`src/rtl/pht_update_ctrl.sv`:
```
`default_nettype none
// +----------------------------------------------------------------------------+
// | pht_update_ctrl : in-order read-modify-write controller for the PHT        |
// |   2-bit counters. Optional stats counters under PHT_UPD_STATS_EN.          |
// | Rev 1.0                                                                    |
// +----------------------------------------------------------------------------+
module pht_update_ctrl #(
    parameter int FIFO_DEPTH = 4,
    parameter int SET_W      = 2,
    parameter int IDX_W      = 10
) (
    input  logic             clk,
    input  logic             reset,
    input  logic             res_valid,
    output logic             res_ready,
    input  logic             res_taken,
    input  logic [SET_W-1:0] res_set,
    input  logic [IDX_W-1:0] res_idx,
    output logic             pht_wr_en,
    output logic [1:0]       pht_up_data,
    output logic [SET_W-1:0] pht_set_addr,
    output logic [IDX_W-1:0] pht_tab_addr,
    input  logic [1:0]       pht_rd_data,
    output logic             busy
`ifdef PHT_UPD_STATS_EN
    ,
    output logic [15:0]      stat_updates,
    output logic [15:0]      stat_sat
`endif
);

    localparam int PTR_W = $clog2(FIFO_DEPTH);
    localparam int CNT_W = PTR_W + 1;

    typedef enum logic [1:0] {
        S_IDLE  = 2'd0,
        S_READ  = 2'd1,
        S_WRITE = 2'd2
    } state_t;

    state_t             r_state;
    logic               r_fifo_taken [FIFO_DEPTH];
    logic [SET_W-1:0]   r_fifo_set   [FIFO_DEPTH];
    logic [IDX_W-1:0]   r_fifo_idx   [FIFO_DEPTH];
    logic [PTR_W-1:0]   r_head;
    logic [PTR_W-1:0]   r_tail;
    logic [CNT_W-1:0]   r_count;
    logic               r_cur_taken;

    logic               w_push;
    logic               w_pop;
    logic [PTR_W-1:0]   w_head_nxt;

    function automatic logic [1:0] sat_next(input logic [1:0] cnt, input logic tk);
        if (tk)
            return (cnt == 2'b11) ? 2'b11 : cnt + 2'b01;
        else
            return (cnt == 2'b00) ? 2'b00 : cnt - 2'b01;
    endfunction

    assign res_ready  = (r_count != CNT_W'(FIFO_DEPTH));
    assign busy       = (r_count != '0) || (r_state != S_IDLE);
    assign w_push     = res_valid && res_ready;
    assign w_pop      = (r_state == S_WRITE);
    assign w_head_nxt = r_head + PTR_W'(1);

    // Entry storage carries no reset; validity is tracked by r_count alone.
    always_ff @(posedge clk) begin
        if (w_push) begin
            r_fifo_taken[r_tail] <= res_taken;
            r_fifo_set[r_tail]   <= res_set;
            r_fifo_idx[r_tail]   <= res_idx;
        end
    end

    always_ff @(posedge clk) begin
        if (reset) begin
            r_head  <= '0;
            r_tail  <= '0;
            r_count <= '0;
        end else begin
            if (w_push)
                r_tail <= r_tail + PTR_W'(1);
            if (w_pop)
                r_head <= w_head_nxt;
            case ({w_push, w_pop})
                2'b10:   r_count <= r_count + CNT_W'(1);
                2'b01:   r_count <= r_count - CNT_W'(1);
                default: r_count <= r_count;
            endcase
        end
    end

    always_ff @(posedge clk) begin
        if (reset) begin
            r_state      <= S_IDLE;
            pht_wr_en    <= 1'b0;
            pht_up_data  <= 2'b00;
            pht_set_addr <= '0;
            pht_tab_addr <= '0;
            r_cur_taken  <= 1'b0;
        end else begin
            case (r_state)
                S_IDLE: begin
                    pht_wr_en <= 1'b0;
                    if (r_count != '0) begin
                        r_state      <= S_READ;
                        pht_set_addr <= r_fifo_set[r_head];
                        pht_tab_addr <= r_fifo_idx[r_head];
                        r_cur_taken  <= r_fifo_taken[r_head];
                    end
                end
                S_READ: begin
                    // Table read is combinational on the held address; the new value is registered here.
                    pht_up_data <= sat_next(pht_rd_data, r_cur_taken);
                    pht_wr_en   <= 1'b1;
                    r_state     <= S_WRITE;
                end
                S_WRITE: begin
                    pht_wr_en <= 1'b0;
                    if (r_count > CNT_W'(1)) begin
                        r_state      <= S_READ;
                        pht_set_addr <= r_fifo_set[w_head_nxt];
                        pht_tab_addr <= r_fifo_idx[w_head_nxt];
                        r_cur_taken  <= r_fifo_taken[w_head_nxt];
                    end else begin
                        r_state <= S_IDLE;
                    end
                end
                default: begin
                    r_state   <= S_IDLE;
                    pht_wr_en <= 1'b0;
                end
            endcase
        end
    end

`ifdef PHT_UPD_STATS_EN
    logic [1:0] r_cur_cnt;
    logic       w_sat;

    assign w_sat = (r_cur_taken && (r_cur_cnt == 2'b11)) ||
                   (!r_cur_taken && (r_cur_cnt == 2'b00));

    always_ff @(posedge clk) begin
        if (reset) begin
            r_cur_cnt    <= 2'b00;
            stat_updates <= 16'd0;
            stat_sat     <= 16'd0;
        end else begin
            if (r_state == S_READ)
                r_cur_cnt <= pht_rd_data;
            if (r_state == S_WRITE) begin
                stat_updates <= stat_updates + 16'd1;
                if (w_sat)
                    stat_sat <= stat_sat + 16'd1;
            end
        end
    end
`endif

endmodule
`default_nettype wire
```
`config.mk`:
```
export PLATFORM = sky130hd
export DESIGN_NAME = pht_update_ctrl
export DESIGN_NICKNAME = d
export VERILOG_FILES = /design/src/rtl/pht_update_ctrl.sv
export SDC_FILE = /design/constraint.sdc
export NUM_CORES = 1
export LEC_CHECK = 0
export ABC_AREA = 1
export CORE_MARGIN = 2
export CORE_UTILIZATION = 60
export CTS_BUF_LIST = sky130_fd_sc_hd__clkbuf_4
export CTS_CLUSTER_SIZE = 8
export DETAILED_ROUTE_END_ITERATION = 6
export PLACE_DENSITY = 0.82
export SETUP_SLACK_MARGIN = 0.4
export SLEW_MARGIN = 20
export SYNTH_ARGS = -nofsm -noshare
export SYNTH_HDL_FRONTEND = slang
export SYNTH_SLANG_ARGS = --single-unit
```
`constraint.sdc`:
```
create_clock -name clk -period 5.8 [get_ports clk]
set_input_delay 1.45 -clock clk [delete_from_list [all_inputs] [get_ports clk]]
set_output_delay 1.45 -clock clk [all_outputs]
set_load 0.03 [all_outputs]
```
==> results.toml <==
[status]
status = "complete, no violations"

[route]
met1_length_um = 3431
wirelength_um = 8148
drc_errors = 0
ant_nets = 0
routedWlPerCell_um = 13.21
wl_met3_um = 430
dr_wl_met2_um = 4137
via_per_inst = 5.194
top_layer_used = "met4"
drt_first_pass_iters = 5
vias = 3205
drt_first_iter_violations = 280

[floorplan]
dieArea_um2 = 7406
start_util_pct = 62.91
io_pins = 35
coreArea_um2 = 6422
die_y_um = 86.06
rows = 29
dieWidth_um = 86.06

[cts]
cts_tree = "built"
cts_buffer_depth = 2
htreeDepth = 3
cts-buffers-inserted = 9
clkSinkCount = 79
hold_buffers = 0
cts_resized = 0
insertion_delay_ns = 0.41
post-cts-setup-buffers = 0
clk_pin_slew_ns = 0.12
clock-root-buffer = "clkbuf_4"

[sta]
fmax_ghz = 0.2891
slew_headroom_pct = 49.73
setup_viol = 0
rsz0062_at_grt = "no"
tns_ns = 0
hold_viol = 0
setup_slack_ns = 2.341
final.setup_skew_ns = 0.009559
hold_ws_ns = 0.4710
min_period_ns = 3.459
fin_crit_sh_pct = 59.65
worst_pin_slew_ns = 0.7533
slew_violations = 0

[logic_synthesis]
netlist_top_cells_count = "nand2_1, nor2_1, inv_1, edfxtp_1, dfxtp_1"
synth-edff-count = 52
postSynthAreaPerCell_um2 = 7.937
ys_seq_area_share_pct = 52.03
ys_seq_elements = 79
synth.distinct_cells = 30
synthesis.nets = 536
synth_top_cell_by_area = "edfxtp_1"
post-synth-top-count-cell = "nand2_1"
async_reset_ff_share_pct = 0
syn_inst = 509
synth-main-ff-cell = "edfxtp_1"
syn_area_um2 = 4040
netlist.area_leader.share_pct = 38.65
synth_area_leaders = "edfxtp_1, nand2_1, dfxtp_1"
ys_warn_count = 0

[finish]
finalInstanceArea_um2 = 4459
postLayoutCoreUtil_pct = 69.43
fillers = 526
drive_gt1_share_pct = 8.704
nets = 562
syn2layout_area_growth_pct = 10.37
stdcell_count = 617
diodes = 0

[global_routing]
grt_usage_pct = 23.62
grt_overflow = 0
grt_max_degree = 53
grt_pass1_vias = 2990
antenna_found_initial = 0
grt_pass1_wl_um = 13410

[placement]
dp.cells = 601
portBuffers = 34
preCtsSetupSlack_ns = 2.265
place_congestion = 0.7802
hpwl_um = 5255
place_area_um2 = 4364

[worst_setup_path]
endpoint_kind = "primary output"
crit_path_start_kind = "flop"
r2r_start = "r_count[0]"
critPathRequiredTime_ns = 4.35
rrSetupSlack_ns = 3.56
timing.reg2reg.worst_path_depth = 6
criticalPathCategory = "flop to primary output"
critical_path_peak_fanout = 4
rr_endpoint = "r_fifo_set[1][0]"
cp.arrival_ns = 2.01
startpoint = "r_count[0]"
crit_end = "busy"

[job]
cap_viol_max_count = 0

[hold_path]
min_path_type = "flop to flop"

[power_and_ir_drop]
p_total_mw = 1.720
p_leak_nw = 1.953
vdd_drop_max_mv = 0.1863
p_per_area_nw_per_um2 = 385.7
worst min-delay path by stage:
stage	from	endpoint	slack (ns)	cells past startpoint
global placement	pht_up_data[1]	pht_up_data[1]	0.45	2
global route	pht_up_data[0]	pht_up_data[0]	0.51	2
detailed placement	pht_up_data[0]	pht_up_data[0]	0.46	2
CTS	pht_up_data[0]	pht_up_data[0]	0.47	2
floorplan	r_tail[1]	r_tail[1]	0.50	2
finish	pht_up_data[0]	pht_up_data[0]	0.47	2
cells by family after synthesis:
logic type	share of synthesized area, %
compound gates	5.544
xor+xnor	0.2168
buf+inv	9.352
simple gates	30.07
fa+ha+maj	2.787
flops	52.03
state kept, by name (all words and copies together), names as in the netlist, named ones only:
register / count
pht_up_data: 2
r_fifo_set: 8
pht_set_addr: 2
r_head: 2
r_state: 2
r_count: 3
r_cur_taken: 1
pht_tab_addr: 10
r_fifo_taken: 4
r_fifo_idx: 40
pht_wr_en: 1
r_tail: 2
layout by cell type (no fill, tap or decap), drive strengths merged:
| cell | Yosys | final |
|---|---|---|
| a211oi | 1 | 1 |
| a21oi | 11 | 11 |
| buf | 21 | 5 |
| clkbuf | 2 | 9 |
| clkdlybuf4s50 | 0 | 33 |
| clkinv | 0 | 7 |
| dfxtp | 27 | 27 |
| edfxtp | 52 | 52 |
| ha | 9 | 9 |
| inv | 62 | 62 |
| nand2 | 183 | 183 |
| nand3 | 17 | 17 |
| nor2 | 92 | 92 |
| o21a | 1 | 1 |
| o21ai | 27 | 27 |
| o21bai | 2 | 2 |
| or2 | 1 | 1 |
| xor2 | 1 | 1 |
worst max-delay path, cell delays in order, from the launching register on:
cell and delay, ns:
dfxtp_1 0.40, inv_1 0.10, ha_1 0.23, inv_1 0.06, nor2_1 0.04, nand2_2 0.08
clkdlybuf4s50_1 0.68
power breakdown:
part           internal [mW]  switching, mW
combinational          0.258          0.467
sequential             0.685         0.0457
clock                 0.0805          0.183
cell type report:
cell class	count	area (um^2)	area share (%)
flip-flops and latches	79	2102	47.14
multi-input cells	345	1565	35.10
repair buffers	38	365.4	8.193
inverters	62	232.7	5.219
well taps	77	96.34	2.160
clock buffers	9	67.56	1.515
clock inverters	7	30.03	0.6734
per-layer routing:
metal / vias up / global-route usage [%]
met5: - / 0
met4: 0 / 10.25
met1: 1458 / 27.62
li1: 1618 / -
met3: 18 / 4.042
met2: 111 / 42.42
(Power assumes the default switching activity.)
